### config.mk
export PLATFORM = sky130hd
export DESIGN_NAME = witf
export DESIGN_NICKNAME = d
export VERILOG_FILES = /design/src/rtl/witf.sv
export SDC_FILE = /design/constraint.sdc
export NUM_CORES = 1
export LEC_CHECK = 0
export BUFFER_PORTS_ARGS = -buffer_cell sky130_fd_sc_hd__buf_2
export CAP_MARGIN = 30
export CORE_UTILIZATION = 40
export DETAILED_ROUTE_END_ITERATION = 6
export GPL_ROUTABILITY_DRIVEN = 0
export GPL_TIMING_DRIVEN = 1
export PLACE_DENSITY = 0.61
export SKIP_LAST_GASP = 1
export SLEW_MARGIN = 30
export SYNTH_ARGS = -nofsm -noshare
export SYNTH_HDL_FRONTEND = slang
export SYNTH_SLANG_ARGS = --single-unit
### constraint.sdc
create_clock -name clk -period 1.9 [get_ports clk]
set_input_delay 0.095 -clock clk [delete_from_list [all_inputs] [get_ports clk]]
set_output_delay 0.095 -clock clk [all_outputs]
set_load 0.03 [all_outputs]
### src/rtl/witf.sv
// witf -- write-in-flight table.
//
// In-order FIFO of destination registers for instructions dispatched by
// decode and not yet written back. Decode pushes rd on dispatch and checks
// rs1/rs2 against every valid entry for RAW hazards. Write-back retires the
// head entry and reports the rd it wrote, which is checked against the head.
//
// Optional feature (macro WITF_BYPASS_EN): the head entry is left out of the
// hazard compare in the cycle it retires. This lets decode issue in the same
// cycle the register is written, and needs a write-first register file.
//
// Ports:
//   clk         in   rising-edge clock
//   rst         in   asynchronous reset, active low
//   rs1, rs2    in   decode source register indices
//   isRAW       out  a nonzero source matches a valid in-flight rd (comb)
//   witf_full   out  count == DEPTH
//   witf_empty  out  count == 0
//   disp_en     in   push request from decode (already gated)
//   rd          in   destination register to push
//   retire_en   in   write-back retires the oldest entry
//   retire_rd   in   rd written by write-back
//   count       out  current occupancy
//   retire_err  out  sticky: retire while empty, or retire_rd != head rd

// Hazard compare for one entry; x0 never matches.
module witf_cmp (
  input  logic       v,
  input  logic [4:0] ent,
  input  logic [4:0] rs1,
  input  logic [4:0] rs2,
  output logic       hit
);
  assign hit = v && (((rs1 != 5'd0) && (rs1 == ent)) ||
                     ((rs2 != 5'd0) && (rs2 == ent)));
endmodule

module witf #(
  parameter int DEPTH = 4,
  parameter int PTR_W = $clog2(DEPTH)
) (
  input  logic           clk,
  input  logic           rst,
  input  logic [4:0]     rs1,
  input  logic [4:0]     rs2,
  output logic           isRAW,
  output logic           witf_full,
  output logic           witf_empty,
  input  logic           disp_en,
  input  logic [4:0]     rd,
  input  logic           retire_en,
  input  logic [4:0]     retire_rd,
  output logic [PTR_W:0] count,
  output logic           retire_err
);

  localparam logic [PTR_W:0] FULL_CNT = (PTR_W+1)'(DEPTH);

  logic [DEPTH-1:0][4:0] ent_rd;
  logic [DEPTH-1:0]      ent_v;
  logic [PTR_W-1:0]      wr_ptr;
  logic [PTR_W-1:0]      rd_ptr;
  logic [DEPTH-1:0]      hit;
  logic [DEPTH-1:0]      excl;
  logic                  push;
  logic                  pop;

  assign witf_full  = (count == FULL_CNT);
  assign witf_empty = (count == '0);

  // Full/empty come from the current count, so a push on a full table and a
  // pop on an empty one are dropped even when the other side fires too.
  assign push = disp_en && !witf_full;
  assign pop  = retire_en && !witf_empty;

  always_ff @(posedge clk or negedge rst) begin
    if (!rst) begin
      ent_rd     <= '0;
      ent_v      <= '0;
      wr_ptr     <= '0;
      rd_ptr     <= '0;
      count      <= '0;
      retire_err <= 1'b0;
    end else begin
      // wr_ptr == rd_ptr only when empty or full, and push/pop cannot both
      // fire then, so the set and clear below never hit the same slot.
      if (push) begin
        ent_rd[wr_ptr] <= rd;
        ent_v[wr_ptr]  <= 1'b1;
        wr_ptr         <= wr_ptr + PTR_W'(1);
      end
      if (pop) begin
        ent_v[rd_ptr] <= 1'b0;
        rd_ptr        <= rd_ptr + PTR_W'(1);
      end
      unique case ({push, pop})
        2'b10:   count <= count + (PTR_W+1)'(1);
        2'b01:   count <= count - (PTR_W+1)'(1);
        default: count <= count;
      endcase
      if (retire_en && (witf_empty || (retire_rd != ent_rd[rd_ptr])))
        retire_err <= 1'b1;
    end
  end

  for (genvar i = 0; i < DEPTH; i++) begin : g_ent
    witf_cmp u_cmp (
      .v   (ent_v[i]),
      .ent (ent_rd[i]),
      .rs1 (rs1),
      .rs2 (rs2),
      .hit (hit[i])
    );
  end

  always_comb begin
    excl = '0;
`ifdef WITF_BYPASS_EN
    // Retiring head is being written this cycle; write-first RF forwards it.
    if (pop) excl[rd_ptr] = 1'b1;
`endif
  end

  assign isRAW = |(hit & ~excl);

endmodule

==> results of run 1 <==
-- routing by layer --
metal	global-route usage, %	vias up
li1	-	704
met1	29.6	704
met2	27.3	51
met3	4.20	4
met4	5.66	0
met5	0	-
-- cell usage in the layout, fill, tap and decap left out, types with 5 or more instances in the layout --
cell type,Yosys,layout
dfrtp_1,32,25
a21oi_1,9,9
buf_2,3,29
ha_1,9,8
buf_4,1,5
nand3_1,8,8
mux2_2,20,20
dfrtp_2,0,7
o21ai_0,6,5
nor4_1,9,5
xor2_1,23,23
xnor2_1,27,26
clkbuf_8,0,6
nand2_1,6,6
-- registers in the layout, summed over array words and instances (netlist names) --
register	count
ent_rd	20
ent_v	4
count	3
rd_ptr	2
wr_ptr	2
retire_err	1
-- stage by stage --
| stage | power (mW) | setup slack (ns) | util (%) |
|---|---|---|---|
| 6_report | 4.09 | 0.0908 | 48.9 |
| 4_1_cts | 4.05 | 0.0448 | 48.0 |
| 3_3_place_gp | 3.45 | 0.105 | 45.9 |
| 3_5_place_dp | 3.47 | 0.0576 | 45.9 |
| 5_1_grt | 4.41 | -0.0182 | 48.9 |
| 2_1_floorplan | 2.98 | -0.155 | - |
-- path summary, 6_finish.rpt --
check / from / to / slack (ns) / cells after the start
worst max register to register: count[1]$_DFFE_PN0P_ / count[2]$_DFFE_PN0P_ / 0.09 / 10
min in group asynchronous: rst / ent_rd[19]$_DFFE_PN0P_ / 0.40 / 2
worst min-delay path: rd[3] / ent_rd[8]$_DFFE_PN0P_ / 0.08 / 2
worst max-delay path: count[1]$_DFFE_PN0P_ / count[2]$_DFFE_PN0P_ / 0.09 / 10
worst min register to register: count[2]$_DFFE_PN0P_ / count[2]$_DFFE_PN0P_ / 0.53 / 1
max in group asynchronous: rst / rd_ptr[0]$_DFFE_PN0N_ / 0.99 / 2
-- timing repair --
item                                    CTS  global route
resized for setup                         0            12
hold buffers                              1             0
buffers inserted                          0             1
endpoints found under the setup margin    0             3
endpoints found under the hold margin    32             0
-- cell families after synthesis --
group,after synthesis
flops,32
compound gates,16
fa+ha+maj,10
simple gates,36
mux,25
buf+inv,21
xor+xnor,50
-- final cells by class --
class	count	area (sq um)
Multi-Input combinational cell	137	1270
Clock buffer	6	82.6
Clock inverter	2	10.0
Inverter	8	32.5
Tap cell	70	87.6
Sequential cell	32	810
Timing Repair Buffer	35	193
Fill cell	494	2590
-- cells in the mapped netlist, drive strengths merged --
master,n,area [sq um]
inv,8,30.0
and3,1,6.26
mux4,5,120
xor2,23,201
nand3,8,40.0
buf,7,56.3
nor3,2,10.0
dfrtp,32,801
mux2,20,225
clkbuf,6,22.5
nand4,1,6.26
ha,9,113
o21ai,7,35.0
xnor2,27,236
nand2,7,28.8
nor4,9,56.3
a21oi,9,45.0
fa,1,20.0
nor2,4,20.0
nor2b,2,15.0
or4,2,18.8
-- worst max-delay path, cell delays in order, from the launching register on --
cell and delay [ns]:
dfrtp_2 0.45, inv_2 0.08, and3_4 0.20, nor2b_4 0.05
inv_4 0.05, ha_4 0.12, inv_2 0.04, fa_2 0.35
xor2_1 0.14, nor2_1 0.12, xor2_1 0.14
-- power breakdown --
group | switching, mW | leakage [nW] | internal [mW] | total [mW]
sequential | 0.504 | 0.370 | 1.04 | 1.55
clock | 0.263 | 0.0510 | 0.289 | 0.552
combinational | 0.916 | 0.627 | 1.07 | 1.99
total | 1.68 | 1.05 | 2.41 | 4.09
==> impl_metrics.toml, run 1 <==
[layout]
design_area_sq_um = 2480
final_layout_size_suffix_gt1_share_pct = 41.4
instances_no_fill = 290
layout.nets = 253
synthToLayoutAreaGrowth_pct = 17.9
insertedDiodeCount = 0

[outcome]
status = "finished clean"

[floorplan]
dieArea_sq_um = 5560
core_area_sq_um = 5070
fp.dieW_um = 74.6
start_util_pct = 41.5
pin_count = 31
placement_rows = 26
die_h_um = 74.6

[timing]
fin_crit_sh_pct = 95.2
skew_ns = 0.00686
holdWs_ns = 0.0798
setup_tns_ns = 0
max_freq_ghz = 0.553
report.final.slew_viol_count = 0
tightestPinTransition_ns = 0.719
setup_violations = 0
relSlewSlack_pct = 52.1
fin_crit_ns = 1.81
hold_viol = 0
rsz0062_at_grt = "yes"

[critical_path]
cp.required_ns = 2.11
crit_arrival_ns = 2.02
endpoint_kind = "flop"
worstPathMaxFanout = 4
worst-setup-path-type = "reg -> reg"
critPathLaunchType = "flop"

[clock_network]
cts_tree = "done"
h-tree-depth = 2
cts_buffer_depth = 2
cts_buffers = 5
clk_latency_ns = 0.29
path_clk_slew_ns = 0.07
clockRootBuffer = "clkbuf_8"
clock-sinks = 32

[synth]
ys_warn_count = 0
synth.avg_cell_area_sq_um = 11.1
synth_fp_nets = 224
synth_compound_area_share_pct = 3.80
synth_cell_types = 29
synthAdderAreaFrac_pct = 6.29
syn-cell-area_sq_um = 2110
synth_top_family_by_area = "XOR/XNOR gates"
syn_inst = 190
ys_seq_elements = 32
synthSimpleGateAreaFrac_pct = 9.56
synthMuxAreaShare_pct = 16.4
synthXorXnorAreaFrac_pct = 20.8
ys_seq_area_share_pct = 38.0

[global_routing]
antenna_found_initial = 0
grt_pass1_wl_um = 7730
grt_pass1_vias = 1440
grt.total_usage_pct = 19.4
grt-ovfl-total = 0
grt_max_degree = 33

[detailed_routing]
wl_met2_um = 2030
wl_met1_um = 2450
vias = 1463
wl_per_cell_um = 16.3
final_antenna_net_count = 0
wl_um = 4740
drt_first_pass_iters = 4
via_per_inst = 5.04
top_layer = "met4"
dr_wl_met3_um = 211
drtIter0Drc = 109
drc = 0

[placed_design]
place_hpwl_um = 3630
portBuffers = 30
dp_cells = 280
placed_area_sq_um = 2330

[power_and_ir_drop]
powerDensity_nw_per_um2 = 1650
p_leak_nw = 1.05
irDropWorstVdd_uv = 524

[min_path]
hold_path_class = "in -> reg"

[flow_run]
drv_cap = 0
Power figures use the tool's default switching activity.
==> run 2: changes to the inputs <==
--- a/config.mk
+++ b/config.mk
@@ -11,7 +11,6 @@
 export DETAILED_ROUTE_END_ITERATION = 6
 export GPL_ROUTABILITY_DRIVEN = 0
 export GPL_TIMING_DRIVEN = 1
-export PLACE_DENSITY = 0.61
 export SKIP_LAST_GASP = 1
 export SLEW_MARGIN = 30
 export SYNTH_ARGS = -nofsm -noshare
==> run 2 against run 1 <==
- combinational power barely moved
- clock power is 4.9% higher
- total power rose by 0.95%
- die area stayed put
- cell count increased by 0.34%
- global-route usage shrank 0.057 points
- design area rose by 0.25%
- clock skew hardly changed
- maximum frequency up 0.59%
- utilization grew 0.12 points
- flip-flop and latch count stayed put
==> impl_metrics.toml, run 2 (synthesized netlist as in run 1, its figures left out) <==
[clock_network]
clk_latency_ns = 0.29
cts_tree = "done"
cts_buffers = 5
path_clk_slew_ns = 0.07
h-tree-depth = 2
clockRootBuffer = "clkbuf_8"
clock-sinks = 32
cts_buffer_depth = 2

[power_and_ir_drop]
p_total_mw = 4.13
p_switching_mw = 1.69
pwr-share-clk_pct = 14.0
powerDensity_nw_per_um2 = 1660
netSwitchingFraction_pct = 41.0
irDropWorstVdd_uv = 509
p_comb_share_pct = 48.4
p_leak_nw = 1.05
internal_power_mw = 2.44
seqPwrFrac_pct = 37.6

[critical_path]
worstPathMaxFanout = 4
r2r_setup_slack_ns = 0.10
crit_cells = 10
r2r-end = "count[2]$_DFFE_PN0P_"
cp.required_ns = 2.11
slowest_stage = "dfrtp_2"
critPathMaxStageDelay_ns = 0.45
reg2reg_from = "count[1]$_DFFE_PN0P_"
worst-setup-path-type = "reg -> reg"
critPathLaunchType = "flop"
crit_start = "count[1]$_DFFE_PN0P_"
crit_arrival_ns = 2.01
r2r_cells = 10
cp_num_buf_inv = 3
endpoint_kind = "flop"
path_cells = "inv_2 > and3_4 > nor2b_4 > inv_4 > ha_4 > inv_2 > fa_2 > xor2_1 > nor2_1 > xor2_1"
crit_family = "adder cells"
crit_end = "count[2]$_DFFE_PN0P_"

[layout]
final_layout_size_suffix_gt1_share_pct = 39.4
n_fill_cell = 485
final_cell_mix = "buf_2 (30), dfrtp_1 (29), xnor2_1 (27)"
insertedDiodeCount = 0
final_common_cell = "buf_2"
multiInputGateArea_sq_um = 1270
final_util_pct = 49.1
largest_reg_flops = 20
regArea_sq_um = 805
top_register = "ent_rd"
synthToLayoutAreaGrowth_pct = 18.2
reg.largest.list = "ent_rd (20), ent_v (4), count (3)"
layout.nets = 254

[detailed_routing]
wl_per_cell_um = 16.5
via_per_inst = 4.99
drtIter0Drc = 71
final_antenna_net_count = 0
drc = 0
drt_first_pass_iters = 4
vias = 1453
wl_um = 4810

[timing]
setup_tns_ns = 0
tightestPinTransition_ns = 0.744
rsz0062_at_grt = "no"
relSlewSlack_pct = 50.4
fin_crit_ns = 1.80
max_freq_ghz = 0.556
fin_crit_sh_pct = 94.7
hold_viol = 0
worst_slack_ns = 0.101
setup_violations = 0
skew_ns = 0.00694
report.final.slew_viol_count = 0

[placed_design]
place_hpwl_um = 3640
post-place-ws_ns = 0.0615
portBuffers = 30

[floorplan]
placement_rows = 26
fp.dieW_um = 74.6
core_area_sq_um = 5070
die_h_um = 74.6
start_util_pct = 41.5
pin_count = 31
dieArea_sq_um = 5560

[global_routing]
grt_pass1_wl_um = 7730
antenna_found_initial = 0
grt-ovfl-total = 0
grt_pass1_vias = 1463
grt.total_usage_pct = 19.4
grt_max_degree = 33

[min_path]
hold_path_class = "in -> reg"

[flow_run]
drv_cap = 0

[outcome]
status = "finished clean"
run 2: changes by cell type in the layout (fill, tap and decap cells not counted), sizes merged:
cell,change
clkbuf,+2
buf,+1
clkinv,-2
run 2: tightest hold or removal path: stages:
cell     delay (ns)
buf_2          0.08
nor2_1         0.04
a21oi_1        0.10
run 2: what timing repair did:
| action | in CTS | in global routing |
|---|---|---|
| setup endpoints to repair | 0 | 2 |
| gates resized for setup | 0 | 6 |
| endpoints found under the hold margin | 32 | 0 |
| hold buffers | 1 | 0 |
| buffers inserted | 0 | 2 |
run 2: cell type report:
class,instances,share of cell area [%]
sequential,32,32.3
multi-input combinational,137,50.9
timing repair buffer,36,7.94
inverter,8,1.31
tap,70,3.52
clock buffer,8,4.02
run 2: worst min-delay path by stage:
stage,slack (ns),start,depth (start not counted),endpoint
final,0.08,retire_en,3,retire_err$_DFFE_PN0P_
after global routing,0.09,rd[1],2,ent_rd[6]$_DFFE_PN0P_
after CTS,0.08,rd[1],2,ent_rd[11]$_DFFE_PN0P_
after detailed placement,0.20,rst,1,ent_rd[1]$_DFFE_PN0P_
after global placement,0.20,rst,1,count[2]$_DFFE_PN0P_
after floorplan,-0.20,rst,0,count[0]$_DFFE_PN0P_
run 2: routing by layer:
| layer | GRT usage [%] | part of all wire [%] | vias up |
|---|---|---|---|
| met3 | 5.28 | 7.9 | 8 |
| li1 | - | - | 706 |
| met2 | 27.8 | 43 | 49 |
| met1 | 27.4 | 47 | 690 |
| met4 | 7.97 | 2.0 | 0 |
| met5 | 0 | 0 | - |
run 2: per-stage QoR:
stage               area (sq um)  hold slack, ns  instances
floorplan                   2160          -0.201        190
global placement            2330           0.201        280
detailed placement          2330           0.203        280
CTS                         2440          0.0754        289
global route                2490          0.0875        291
finish                      2490          0.0808        291
run 2: power by group through the flow:
stage	clock [mW]	sequential [mW]	combinational (mW)
after floorplan	0	1.44	1.54
after global placement	0	1.55	1.90
after detailed placement	0	1.56	1.92
after CTS	0.599	1.55	1.94
after global routing	0.624	1.60	2.19
final	0.579	1.55	2.00
==> run 3: changes to the inputs <==
--- a/config.mk
+++ b/config.mk
@@ -8,11 +8,11 @@
 export BUFFER_PORTS_ARGS = -buffer_cell sky130_fd_sc_hd__buf_2
 export CAP_MARGIN = 30
 export CORE_UTILIZATION = 40
+export CTS_BUF_LIST = sky130_fd_sc_hd__clkbuf_8 sky130_fd_sc_hd__clkbuf_16
 export DETAILED_ROUTE_END_ITERATION = 6
 export GPL_ROUTABILITY_DRIVEN = 0
 export GPL_TIMING_DRIVEN = 1
 export SKIP_LAST_GASP = 1
-export SLEW_MARGIN = 30
 export SYNTH_ARGS = -nofsm -noshare
 export SYNTH_HDL_FRONTEND = slang
 export SYNTH_SLANG_ARGS = --single-unit
==> constraint.sdc (replaced) <==
create_clock -name clk -period 2.2 [get_ports clk]
set_input_delay 0.11 -clock clk [delete_from_list [all_inputs] [get_ports clk]]
set_output_delay 0.11 -clock clk [all_outputs]
set_load 0.03 [all_outputs]
==> run 3 against run 2 <==
- flip-flop and latch count unchanged
- sequential power decreased by 15%
- total power down 17%
- utilization down 1.6 points
- clock skew is 0.0011 ns lower
- maximum frequency fell by 5.2%
- non-clock buffer count decreased by 3
- first-iteration DRC count down 2.8%
- cell count shrank 1.0%
- sequential share of layout area grew 1.1 points
- via count down 1.3%
==> impl_metrics.toml, run 3 (synthesized netlist as in run 1, its figures left out) <==
[outcome]
status = "finished clean"

[critical_path]
cpMostUsedCell = "inv_1"
worstPathMaxFanout = 4
crit_cells = 10
endpoint_kind = "flop"
cp.required_ns = 2.41
crit_family = "adder cells"
r2r_setup_slack_ns = 0.30
crit_arrival_ns = 2.11
r2r_cells = 10
path_cells = "inv_1 > and3_4 > nor2b_2 > inv_1 > ha_1 > inv_1 > fa_1 > xor2_1 > nor2_1 > xor2_1"
worst-setup-path-type = "reg -> reg"
slowest_stage = "dfrtp_2"
critPathMaxStageDelay_ns = 0.44
cp_num_buf_inv = 3
critPathLaunchType = "flop"

[placed_design]
place_hpwl_um = 3450
placed_area_sq_um = 2300
portBuffers = 30

[floorplan]
die_h_um = 74.6
pin_count = 31
fp.dieW_um = 74.6
start_util_pct = 41.5
placement_rows = 26
core_area_sq_um = 5070
dieArea_sq_um = 5560

[detailed_routing]
drtIter0Drc = 69
wl_per_cell_um = 16.1
final_antenna_net_count = 0
drc = 0
via_per_inst = 4.98
drt_first_pass_iters = 5
wl_um = 4630
vias = 1434

[timing]
relSlewSlack_pct = 51.8
tightestPinTransition_ns = 0.723
setup_violations = 0
rsz0062_at_grt = "no"
hold_viol = 0
skew_ns = 0.00580
holdWs_ns = 0.0916
fin_crit_ns = 1.90
fin_crit_sh_pct = 86.2
max_freq_ghz = 0.527
setup_tns_ns = 0
report.final.slew_viol_count = 0

[layout]
final_layout_size_suffix_gt1_share_pct = 33.0
reg.largest.list = "ent_rd (20), ent_v (4), count (3)"
synthToLayoutAreaGrowth_pct = 14.4
top_register = "ent_rd"
final_cell_mix = "buf_2 (30), dfrtp_1 (29), xnor2_1 (27)"
insertedDiodeCount = 0
design_area_sq_um = 2410
n_fill_cell = 487
final_common_cell = "buf_2"
layout.nets = 251
largest_reg_flops = 20

[clock_network]
h-tree-depth = 2
clk_latency_ns = 0.29
path_clk_slew_ns = 0.06
clockRootBuffer = "clkbuf_8"
cts_tree = "done"
cts-resized-gates = 0
ctsHoldBuffers = 1
cts_buffers = 5
cts_buffer_depth = 2
post_cts_buffers = 0
clock-sinks = 32

[global_routing]
use_met2_pct = 27.7
met3_usage_pct = 4.61
grt_pass1_vias = 1412
grt_max_degree = 33
grt_pass1_wl_um = 7600
grt.total_usage_pct = 19.3
busiest_layer = "met1"
grt-ovfl-total = 0
antenna_found_initial = 0
use_met1_pct = 28.3

[flow_run]
drv_cap = 0

[min_path]
hold_depth = 2
hold_path_class = "in -> reg"

[power_and_ir_drop]
p_leak_nw = 1.04
powerDensity_nw_per_um2 = 1420
irDropWorstVdd_uv = 422
## run 3: cell types whose count changed in the layout (fill, tap and decap cells not counted), moves of 3 or more
cell,before,now
inv_1,4,9
nor4_1,4,9
nor4_2,5,0
inv_2,3,0
buf_4,5,2
## run 3: worst reg2reg max path, stage by stage (launching register included)
cell and delay, ns:
dfrtp_2 0.44, inv_1 0.11, and3_4 0.19, nor2b_2 0.04
inv_1 0.05, ha_1 0.17, inv_1 0.06, fa_1 0.37
xor2_1 0.15, nor2_1 0.11, xor2_1 0.14
## run 3: through the flow
| stage | power, mW | util [%] | setup WS, ns | cells |
|---|---|---|---|---|
| floorplan | 2.53 | - | 0.0282 | 190 |
| global placement | 2.91 | 45.3 | 0.338 | 279 |
| detailed placement | 2.93 | 45.3 | 0.305 | 279 |
| CTS | 3.45 | 47.5 | 0.289 | 288 |
| global route | 3.71 | 47.5 | 0.145 | 288 |
| finish | 3.42 | 47.5 | 0.303 | 288 |
## run 3: path summary, 6_finish.rpt
kind,start,end
worst min register to register,count[0]$_DFFE_PN0P_,count[0]$_DFFE_PN0P_
worst min-delay path,rd[1],ent_rd[6]$_DFFE_PN0P_
worst max-delay path,count[0]$_DFFE_PN0P_,count[2]$_DFFE_PN0P_
max in group asynchronous,rst,count[0]$_DFFE_PN0P_
min in group asynchronous,rst,retire_err$_DFFE_PN0P_
worst max register to register,count[0]$_DFFE_PN0P_,count[2]$_DFFE_PN0P_
## run 3: cell type report
class	count	area, sq um	share of cell area [%]
Multi-Input combinational cell	137	1210	50.3
Sequential cell	32	805	33.4
Timing Repair Buffer	33	175	7.27
Clock buffer	7	96.3	4.00
Tap cell	70	87.6	3.63
Inverter	8	30.0	1.25
Clock inverter	1	3.75	0.156
## run 3: routing by layer
metal / vias up / wire, um
li1: 699 / -
met1: 689 / 2370
met2: 38 / 1970
met3: 8 / 210
met4: 0 / 76
met5: - / 0
## run 3: where the power goes
part	total [mW]	internal (mW)	switching [mW]	leakage, nW
logic	1.61	0.853	0.755	0.608
clock network	0.498	0.281	0.217	0.0557
registers	1.31	0.894	0.415	0.374
total	3.42	2.03	1.39	1.04
